**config.mk**
```make
export PLATFORM = sky130hd
export DESIGN_NAME = stream_arb_mux
export DESIGN_NICKNAME = d
export VERILOG_FILES = /design/src/rtl/stream_arb_mux.sv
export SDC_FILE = /design/constraint.sdc
export NUM_CORES = 1
export LEC_CHECK = 0
export BUFFER_PORTS_ARGS = -buffer_cell sky130_fd_sc_hd__buf_2
export CORE_AREA = 5 5 58 60
export CTS_CLUSTER_SIZE = 40
export DETAILED_ROUTE_END_ITERATION = 8
export DIE_AREA = 0 0 63 65
export PLACE_DENSITY = 0.83
export SYNTH_ARGS = -nofsm -noshare
export SYNTH_HDL_FRONTEND = slang
export SYNTH_SLANG_ARGS = --single-unit
```
**constraint.sdc**
```tcl
create_clock -name clk -period 5.65 [get_ports clk]
set_clock_uncertainty 0.2 [all_clocks]
set_input_delay 1.13 -clock clk [delete_from_list [all_inputs] [get_ports clk]]
set_output_delay 1.13 -clock clk [all_outputs]
set_load 0.1 [all_outputs]
```
**src/rtl/stream_arb_mux.sv**
```systemverilog
// stream_arb_mux
//   Parametrised N:1 registered stream multiplexer with valid/ready
//   handshaking. Each cycle at most one producer channel is granted. The
//   winner comes from a run-time mode: fixed priority (highest index),
//   round-robin, or forced select. The accepted word appears on the
//   registered output one cycle later.
//
// Ports
//   clk        rising-edge clock
//   reset      synchronous, active-high reset
//   in_data    packed channel data, channel i = in_data[i*WIDTH +: WIDTH]
//   in_valid   per-channel valid
//   in_ready   per-channel ready (combinational, one-hot or zero)
//   mode       00/11 fixed priority, 01 round-robin, 10 forced select
//   sel        channel index used in forced-select mode (saturates at N-1)
//   out_data   registered data of the last accepted word
//   out_src    registered source channel of the last accepted word
//   out_valid  registered valid
//   out_ready  consumer ready
module stream_arb_mux #(
    parameter int unsigned WIDTH = 8,
    parameter int unsigned N     = 4,
    localparam int unsigned SW   = $clog2(N)
) (
    input  logic               clk,
    input  logic               reset,
    input  logic [N*WIDTH-1:0] in_data,
    input  logic [N-1:0]       in_valid,
    output logic [N-1:0]       in_ready,
    input  logic [1:0]         mode,
    input  logic [SW-1:0]      sel,
    output logic [WIDTH-1:0]   out_data,
    output logic [SW-1:0]      out_src,
    output logic               out_valid,
    input  logic               out_ready
);

    localparam logic [SW-1:0] LAST = SW'(N - 1);

    logic [SW-1:0]    rr_ptr;
    logic             load;
    logic             grant_ok;
    logic [SW-1:0]    grant_idx;
    logic [SW-1:0]    rr_idx;
    logic [WIDTH-1:0] grant_data;

    // The output register may take a new word when empty or draining this cycle.
    assign load = !out_valid || out_ready;

    always_comb begin
        grant_ok  = 1'b0;
        grant_idx = '0;
        rr_idx    = '0;
        case (mode)
            2'b01: begin
                // Walk N channels starting just after the last source, with wrap.
                rr_idx = (rr_ptr == LAST) ? '0 : rr_ptr + 1'b1;
                for (int unsigned k = 0; k < N; k++) begin
                    if (!grant_ok && in_valid[rr_idx]) begin
                        grant_ok  = 1'b1;
                        grant_idx = rr_idx;
                    end
                    rr_idx = (rr_idx == LAST) ? '0 : rr_idx + 1'b1;
                end
            end
            2'b10: begin
                grant_idx = (sel > LAST) ? LAST : sel;
                grant_ok  = in_valid[grant_idx];
            end
            default: begin
                // Later indices overwrite earlier ones: highest valid wins.
                for (int unsigned i = 0; i < N; i++) begin
                    if (in_valid[i]) begin
                        grant_ok  = 1'b1;
                        grant_idx = SW'(i);
                    end
                end
            end
        endcase
    end

    always_comb begin
        grant_data = '0;
        for (int unsigned i = 0; i < N; i++) begin
            if (SW'(i) == grant_idx) begin
                grant_data = in_data[i*WIDTH +: WIDTH];
            end
        end
    end

    always_comb begin
        in_ready = '0;
        if (!reset && load && grant_ok) begin
            in_ready[grant_idx] = 1'b1;
        end
    end

    always_ff @(posedge clk) begin
        if (reset) begin
            out_valid <= 1'b0;
            out_data  <= '0;
            out_src   <= '0;
            rr_ptr    <= LAST;
        end else if (load) begin
            if (grant_ok) begin
                out_valid <= 1'b1;
                out_data  <= grant_data;
                out_src   <= grant_idx;
                rr_ptr    <= grant_idx;
            end else begin
                out_valid <= 1'b0;
            end
        end
    end

endmodule

```
Word-level counts from Yosys, hierarchy flattened
Cells that the tools add are included.
- word-level logic and storage cells: 82
- bits in registers: 13
- input bits: 43
- output and inout port bits: 15
- mux-type cells: 43
- $lt $le $gt $ge: 8
- reduce and logical (&&, ||, !) cells: 14
- equal/unequal tests: 9
- add/sub/neg operators: 4
- operators with widths (operator ; count):
    2-to-1 mux 8 bit ; 4
    2-to-1 mux 2 bit ; 11
    2-to-1 mux 1 bit ; 19
    less-than comparator 2 x 3 -> 1 bit (second input constant) ; 6
    binary-select mux 1 bit (select 2 bit) ; 5
    == test 2 bit (second input constant) ; 5
    adder 2 x 1 -> 2 bit (second input constant) ; 4
    logical AND 1 bit ; 6
    logical NOT 1 bit ; 5
    == test 2 bit (first input constant) ; 2
    2-to-1 mux 4 bit ; 1
    case mux 2 bit (2 select lines) ; 1
    demux 1 bit (select 2 bit) ; 1
    == test 1 x 2 -> 1 bit (first input constant) ; 1
    == test 2 x 1 -> 1 bit (second input constant) ; 1
    >= comparator 2 x 1 -> 1 bit (second input constant) ; 1
    greater-than comparator 2 bit (second input constant) ; 1
    logical NOT 2 bit ; 1
    case mux 1 bit (2 select lines) ; 1
    AND reduction 2 bit ; 1
    logical OR 1 bit ; 1

Longest topological paths before layout
Gate-level depths: netlist (run 1).
- word-level depth: 23
- mapped depth: 11
- depth with buffers taken out: 9

Worst setup path before layout (run 1)
No wires, ideal clock.
- path kind: input port to output port
- start point: in mode[0]
- end point: out in_ready[2]
- stages: 7
- path slack: -0.196 ns
- required time: 4.320 ns
- arrival time: 4.516 ns
- buffers on the path: 1
- cell sequence: inv_1 > ha_1 > inv_1 > a211oi_1 > a21oi_2 > buf_6 > nor3_1
- longest elaborated chain between the ends: 7
- elaborated cells between the ends (all ways): 11
- those cells by class: order compare (2); eq/ne (2); mux (5); reduce/logical (2)
- RTL lines (what ; RTL line ; RTL):
    from (decl) ; 30 ; input logic [1:0] mode,
    == test 2 bit or == test 2 x 1 -> 1 bit (tied branches) ; 54 ; case (mode)
    case mux 2 bit (2 select lines) ; 54 ;
    less-than comparator 2 x 3 -> 1 bit (implied by the code) or >= comparator 2 x 1 -> 1 bit (tied branches) ; 94 ; in_ready[grant_idx] = 1'b1;
    logical AND 1 bit (implied by the code) ; 94 ;
    2-to-1 mux 1 bit (implied by the code) ; 94 ;
    demux 1 bit (select 2 bit) ; 94 ;
    2-to-1 mux 4 bit * ; 93 ; if (!reset && load && grant_ok) begin
    to (decl) ; 29 ; output logic [N-1:0] in_ready,
Every way passes the cells marked *; elsewhere a longest branch is shown, timed or not.

Worst setup path after layout (run 1)
Same ends and word-level chain as after synthesis.

==> metrics.csv, run 1 <==
metric;value;unit
result of the run;completed;
Clock power frac;11.8;%
post-CTS setup repair buffer count;0;
maximum number of pins on one net before global-route repair;18;
part of the power in combinational logic;64.3;%
areal power density over the cells;305;nW/um^2
post-route cell area;1630;um^2
Final TNS setup;0;ns
Netlist Area Pre-Place;1390;um^2
global-route wire length before repair;5.98;mm
number of hold violations in the final report;0;
final cycle utilization of the critical path;85.4;%
vertical die dimension;65;um
share of cells above drive strength 1;40.0;%
buffer cell driving the clock tree root;clkbuf_4;
Overall Global Routing Usage;17.5;%
stage delay of the slowest cell on the critical path;0.82;ns
Non-Filler Instances;243;
deepest clock path buffer count;2;
Detail Placement HPWL;2.70;mm
RSZ-0062 raised after global routing;false;
clock slew at reported path FFs;0.08;ns
async set or reset register ratio after synthesis;0;%
minimum clock period;4.82;ns
count of maximum capacitance violations;0;
remaining global-route overflow;0;
Residual DRC;0;
flops & latches, synth;13;
Via density;5.72;
antenna violations before repair;0;
sequential share of the synthesized area;18.8;%
WL/cell;14.2;um
floorplan die area;4100;um^2
clock sink total;13;
largest delay contributor family on the critical path;compound AO/OA/AOI/OAI gates;
post-synthesis cell count;162;
Psw;0.269;mW
clock tree from TritonCTS;done;
RePlAce Congestion;0.861;
antenna-violating nets left;0;
critical path capture point type;primary output;
Fmax;207;MHz
Worst slew margin;33.7;%
switching fraction of total power;54.1;%
peak supply drop;198;uV
sequential group share of total power;23.8;%
level count of the clock H-tree;1;
count of hold buffers inserted by post-cts repair;0;
num ports;58;
leakage dissipation;0.749;nW
CP Launch Type;input port;
cell at the slowest stage of the critical path;a211oi_1;
violation count after the first detailed-route iteration;60;
Crit path buffers/inverters;4;
number of nets in the synthesized netlist;208;
Placement Rows;20;
category of the most critical setup path;input port to primary output;
iteration count of the initial detailed-routing pass;4;
most frequently used flop master after synthesis;dfxtp_1;
Critical Path AT;3.49;ns
die outline width;63;um
initial core utilization;48.2;%
worst min-delay path category;flip-flop to flip-flop;
Yosys cell types;50;
number of buffers inserted during clock tree synthesis;3;
EDFF count, synth;0;
Placement Cell Area;1600;um^2
number of placed cells counting well taps;239;
number of max-slew violations in the final report;0;
critical path fanouts, max;11;
Synthesis Warnings;0;
Final Net Count;257;
number of diodes added for antenna fixing;0;
growth of design area from synthesis to finish;17.4;%
number of buffers added on ports;57;
number of global-route vias before repair;1338;
Synth Area per Inst;8.57;um^2
drt total wl;3.45;mm
crit-path cells;buf_2 -> inv_1 -> ha_1 -> inv_1 -> a211oi_1 -> a21oi_2 -> nor3_2 -> buf_2;
core area;2880;um^2
CTS-repair resized insts;0;
required time of the worst setup path;4.32;ns
Layout fillers;275;
Worst-Margin Slew;0.989;ns
Setup Viol. Count Final;0;
internal power contribution;0.228;mW
total via count after detailed routing;1389;
clock insertion delay at the later pin of the skew report;0.28;ns
-- cell usage after synthesis, types with 5 or more instances --
| master | n | share of area [%] |
|---|---|---|
| a21oi_1 | 9 | 3.2 |
| buf_6 | 9 | 7.3 |
| nand2_1 | 8 | 2.2 |
| o21bai_1 | 5 | 2.7 |
| mux2i_1 | 6 | 4.3 |
| nor2_1 | 14 | 3.8 |
| nand3b_1 | 7 | 3.8 |
| dfxtp_1 | 13 | 19 |
| a211oi_2 | 5 | 4.5 |
| nand2b_1 | 5 | 2.3 |
| a211oi_1 | 11 | 6.0 |
| inv_1 | 14 | 3.8 |
-- kinds of logic (layout without fill, tap and decap cells) --
family	Yosys count	after routing	share of synthesized area [%]
compound gates	61	61	37.1
simple gates	46	46	17.9
buf+inv	28	76	13.1
flops	13	13	18.8
mux	10	10	9.38
fa+ha+maj	3	3	2.71
xor+xnor	1	1	1.17
-- cells in the final DEF, fill, tap and decap left out, types with 2 or more instances in the layout --
cell type | netlist | final
nand3b_1 | 7 | 7
a32o_1 | 3 | 3
o21bai_1 | 5 | 5
a211o_1 | 2 | 2
o2111ai_1 | 2 | 2
nor2_1 | 14 | 14
nor3_1 | 4 | 2
nand2_1 | 8 | 8
a211oi_2 | 5 | 5
or3b_1 | 2 | 2
ha_1 | 3 | 3
mux2i_1 | 6 | 6
o21ai_0 | 2 | 2
nor3_2 | 0 | 2
mux4_2 | 2 | 2
inv_1 | 14 | 14
a21oi_2 | 2 | 2
a211oi_1 | 11 | 11
or3_1 | 2 | 2
dfxtp_1 | 13 | 13
nand2b_1 | 5 | 5
a21oi_1 | 9 | 9
a221oi_1 | 3 | 3
clkbuf_4 | 0 | 3
buf_2 | 1 | 57
-- power groups by stage --
stage	registers [mW]	clock network [mW]	logic (mW)
final	0.118	0.0588	0.320
after global routing	0.120	0.0650	0.345
after CTS	0.118	0.0603	0.321
after detailed placement	0.121	0	0.320
after global placement	0.120	0	0.318
after floorplan	0.211	0	0.195
-- cell type report --
class	instances	area, um^2	share of cell area, %
multi-input combinational	121	956	58.7
timing repair buffer	58	293	18.0
sequential	13	260	16.0
inverter	14	52.6	3.23
tap	33	41.3	2.53
clock buffer	4	26.3	1.61
-- per-layer routing --
metal  vias up  track usage (%)  share of wire [%]
met5         -                0                  0
met2        40             30.0                 51
met1       642             22.3                 43
li1        703                -                  -
met4         0             3.45               0.67
met3         4             4.33                4.8
-- flip-flops by register name, indices dropped and copies added, names as in the netlist --
name and flops:
out_valid 1, out_src 2, out_data 8, rr_ptr 2
-- per-stage QoR --
stage	util, %	total power, mW	hold WS, ns	worst slack (ns)
after global placement	55.7	0.438	0.242	0.889
after detailed placement	55.7	0.441	0.245	0.830
after floorplan	-	0.406	0.240	0.352
after global routing	56.6	0.530	0.286	0.559
after CTS	56.6	0.500	0.256	0.813
final	56.6	0.497	0.256	0.827
-- path summary, 6_finish.rpt --
path | from | to | slack [ns] | cells after the start
max reg2reg | rr_ptr[0] | out_data[4] | 2.24 | 8
max | mode[0] | in_ready[2] | 0.83 | 8
min | out_src[0] | out_src[0] | 0.26 | 2
min reg2reg | out_src[0] | out_src[0] | 0.26 | 2
-- worst min-delay path: cells and delay by family (launching register included) --
| kind | cells | cell delay (ns) |
|---|---|---|
| simple gates | 1 | 0.05 |
| compound gates | 1 | 0.05 |
| flops | 1 | 0.31 |
(Power assumes the default switching activity.)
==> run 2: changes to the inputs <==
==> config.mk (replaced) <==
export PLATFORM = sky130hd
export DESIGN_NAME = stream_arb_mux
export DESIGN_NICKNAME = d
export VERILOG_FILES = /design/src/rtl/stream_arb_mux.sv
export SDC_FILE = /design/constraint.sdc
export NUM_CORES = 1
export LEC_CHECK = 0
export ABC_AREA = 1
export BUFFER_PORTS_ARGS = -buffer_cell sky130_fd_sc_hd__buf_2
export CORE_AREA = 5 5 55 57
export CTS_CLUSTER_SIZE = 40
export DETAILED_ROUTE_END_ITERATION = 8
export DIE_AREA = 0 0 60 62
export PLACE_DENSITY = 0.82
export SYNTH_ARGS = -nofsm -noshare
export SYNTH_HDL_FRONTEND = slang
export SYNTH_SLANG_ARGS = --single-unit
==> run 2 against run 1 <==
Net effect: global-route usage increased by 1.3 points; synthesized cell count up 22%; hold slack better by 0.010 ns; final cell count up 18%; largest power group unchanged; die area decreased by 9.2%; flip-flop and latch count is the same; fmax up 0.52%; sequential power about the same.
==> metrics.csv, run 2 <==
metric;value;unit;change
die outline width;60;um;-4.8%
async set or reset register ratio after synthesis;0;%;unchanged
Synth Area per Inst;5.81;um^2;-32%
largest register by flop count;out_data;;
buffer cell driving the clock tree root;clkbuf_4;;
initial core utilization;47.3;%;-0.89 points
number of buffers inserted during clock tree synthesis;3;;unchanged
Psw;0.273;mW;+1.7%
drt total wl;3.25;mm;-6.0%
required time of the worst setup path;4.32;ns;about the same
Clock power frac;11.7;%;about the same
post-CTS setup repair buffer count;0;;unchanged
core area;2430;um^2;-15%
crit-path cells;buf_2 -> inv_1 -> ha_1 -> nand2_1 -> nor2_1 -> a32o_1 -> nor2_1 -> nand2_1 -> nor3_1 -> buf_2;;
num ports;58;;unchanged
antenna-violating nets left;0;;unchanged
leakage dissipation;0.855;nW;+14%
violation count after the first detailed-route iteration;73;;+22%
internal power contribution;0.211;mW;-7.6%
Final Net Count;304;;+18%
EDFF count, synth;0;;unchanged
post-synth top area cell;dfxtp_1;;
switching fraction of total power;56.4;%;+2.4 points
top cells by instance count after synthesis;nand2_1 (69), nand3_1 (23), inv_1 (20), nor2_1 (19), a21oi_1 (17);;
number of global-route vias before repair;1304;;-2.5%
number of buffers added on ports;57;;unchanged
areal power density over the cells;325;nW/um^2;+6.6%
sequential group share of total power;24.0;%;+0.2 points
Critical Path AT;3.47;ns;-0.02 ns
antenna violations before repair;0;;unchanged
Placement Rows;18;;-10%
worst-case setup margin in the final layout;0.852;ns;+0.0250 ns
CTS-repair resized insts;0;;unchanged
critical path capture point type;primary output;;
category of the most critical setup path;input port to primary output;;
CP Launch Type;input port;;
Setup Viol. Count Final;0;;unchanged
number of max-slew violations in the final report;0;;unchanged
worst min-delay path category;flip-flop to flip-flop;;
Fmax;208;MHz;+0.52%
stage delay of the slowest cell on the critical path;0.47;ns;-0.35 ns
post-synthesis cell count;198;;+22%
floorplan die area;3720;um^2;-9.2%
Overall Global Routing Usage;18.8;%;+1.3 points
share of cells above drive strength 1;30.0;%;-10 points
most frequently used flop master after synthesis;dfxtp_1;;
cell at the slowest stage of the critical path;nor2_1;;
growth of design area from synthesis to finish;29.3;%;
Synthesis Warnings;0;;unchanged
hold-critical path depth;2;;unchanged
number of cells on the critical path;10;;+2
Residual DRC;0;;unchanged
critical path fanouts, max;11;;unchanged
level count of the clock H-tree;1;;unchanged
leading cell type in the layout, fill and taps excluded;nand2_1;;
maximum number of pins on one net before global-route repair;12;;-6
Via density;4.94;;-14%
ranking of synthesized cells by area;dfxtp_1 (23%), nand2_1 (23%), nand3_1 (10%), a21oi_1 (7.4%), inv_1 (6.5%);;
commonest non-fill, non-tap cells in the layout;nand2_1 (69), buf_2 (57), nand3_1 (23);;
Top Registers;out_data: 8 flops, out_src: 2 flops, rr_ptr: 2 flops;;
Layout fillers;280;;+1.8%
flip-flop count of the largest register after layout;8;;unchanged
minimum clock period;4.80;ns;-0.0250 ns
number of nets in the synthesized netlist;244;;+17%
total via count after detailed routing;1418;;+2.1%
clock sink total;13;;unchanged
Netlist Area Pre-Place;1150;um^2;-17%
part of the power in combinational logic;64.3;%;about the same
Detail Placement HPWL;2.74;mm;+1.3%
Worst-Margin Slew;0.609;ns;-0.380 ns
worst slack at placement;0.846;ns;+0.0155 ns
final cycle utilization of the critical path;84.9;%;-0.44 points
clock slew at reported path FFs;0.07;ns;about the same
global-route wire length before repair;5.42;mm;-9.5%
remaining global-route overflow;0;;unchanged
worst hold slack across all endpoints;0.266;ns;+0.0100 ns
number of hold violations in the final report;0;;unchanged
Crit path buffers/inverters;3;;-1
Worst slew margin;59.2;%;+26 points
number of diodes added for antenna fixing;0;;unchanged
sequential share of the synthesized area;22.6;%;+3.9 points
flops & latches, synth;13;;unchanged
WL/cell;11.3;um;-20%
most instantiated library cell after synthesis;nand2_1;;
vertical die dimension;62;um;-4.6%
count of hold buffers inserted by post-cts repair;0;;unchanged
iteration count of the initial detailed-routing pass;4;;unchanged
Yosys cell types;25;;-50%
result of the run;completed;;
clock insertion delay at the later pin of the skew report;0.27;ns;about the same
RePlAce Congestion;0.854;;-0.85%
largest delay contributor family on the critical path;simple AND/OR/NAND/NOR gates;;
RSZ-0062 raised after global routing;false;;
clock tree from TritonCTS;done;;
top cell type's share of synthesized area;22.6;%;+3.9 points
peak supply drop;238;uV;+20%
count of maximum capacitance violations;0;;unchanged
number of cells traversed by the worst register-to-register path;15;;+7
deepest clock path buffer count;2;;unchanged
==> run 2: worst paths after layout <==
check / from / endpoint / slack, ns
setup / recovery: mode[0] / in_ready[2] / 0.85
hold / removal: out_src[1] / out_src[1] / 0.27
setup reg to reg: rr_ptr[0] / out_data[7] / 3.01
hold reg to reg: out_src[1] / out_src[1] / 0.27
==> run 2: power by group through the flow <==
stage / Combinational [mW] / Sequential [mW] / Clock [mW]
after global placement: 0.310 / 0.118 / 0
after floorplan: 0.159 / 0.210 / 0
after global routing: 0.340 / 0.118 / 0.0629
final: 0.311 / 0.116 / 0.0567
after detailed placement: 0.313 / 0.117 / 0
after CTS: 0.313 / 0.116 / 0.0577
==> run 2: area by class of cell <==
class	instances	area (um^2)	area share [%]
clock buffers	4	26.3	1.76
flip-flops and latches	13	260	17.5
multi-input cells	159	785	52.7
repair buffers	57	285	19.2
well taps	30	37.5	2.52
inverters	24	95.1	6.39
==> run 2: cell families after synthesis <==
| kind of cell | Yosys count | share of synthesized area, % |
|---|---|---|
| AND/OR/NAND/NOR | 130 | 51.2 |
| AO/OA/AOI/OAI | 26 | 13.7 |
| buffers and inverters | 26 | 9.24 |
| flip-flops | 13 | 22.6 |
| adder cells (fa/ha/maj) | 3 | 3.26 |
==> run 2: routing by layer <==
metal  routed length [um]  global-route usage (%)  share of wire, %  vias up
li1                     -                       -                 -      763
met1                 1410                    23.8                44      602
met2                 1590                    33.3                49       51
met3                  224                    4.34               6.9        2
met4                   13                    2.85              0.40        0
met5                    0                       0                 0        -
==> run 2: worst min-delay path, stage by stage, from the launching register on <==
cell and delay (ns):
dfxtp_1 0.31, nand2_1 0.06, a21oi_1 0.05
==> run 2: per-stage QoR <==
stage                     util (%)  setup TNS (ns)  total power, mW  instance area (um^2)  instances
after global routing          61.2               0            0.520                  1490        287
after global placement        60.1               0            0.428                  1460        283
after detailed placement      60.1               0            0.430                  1460        283
final                         61.2               0            0.484                  1490        287
after CTS                     61.2               0            0.487                  1490        287
after floorplan                  -         -0.0273            0.370                  1150        198
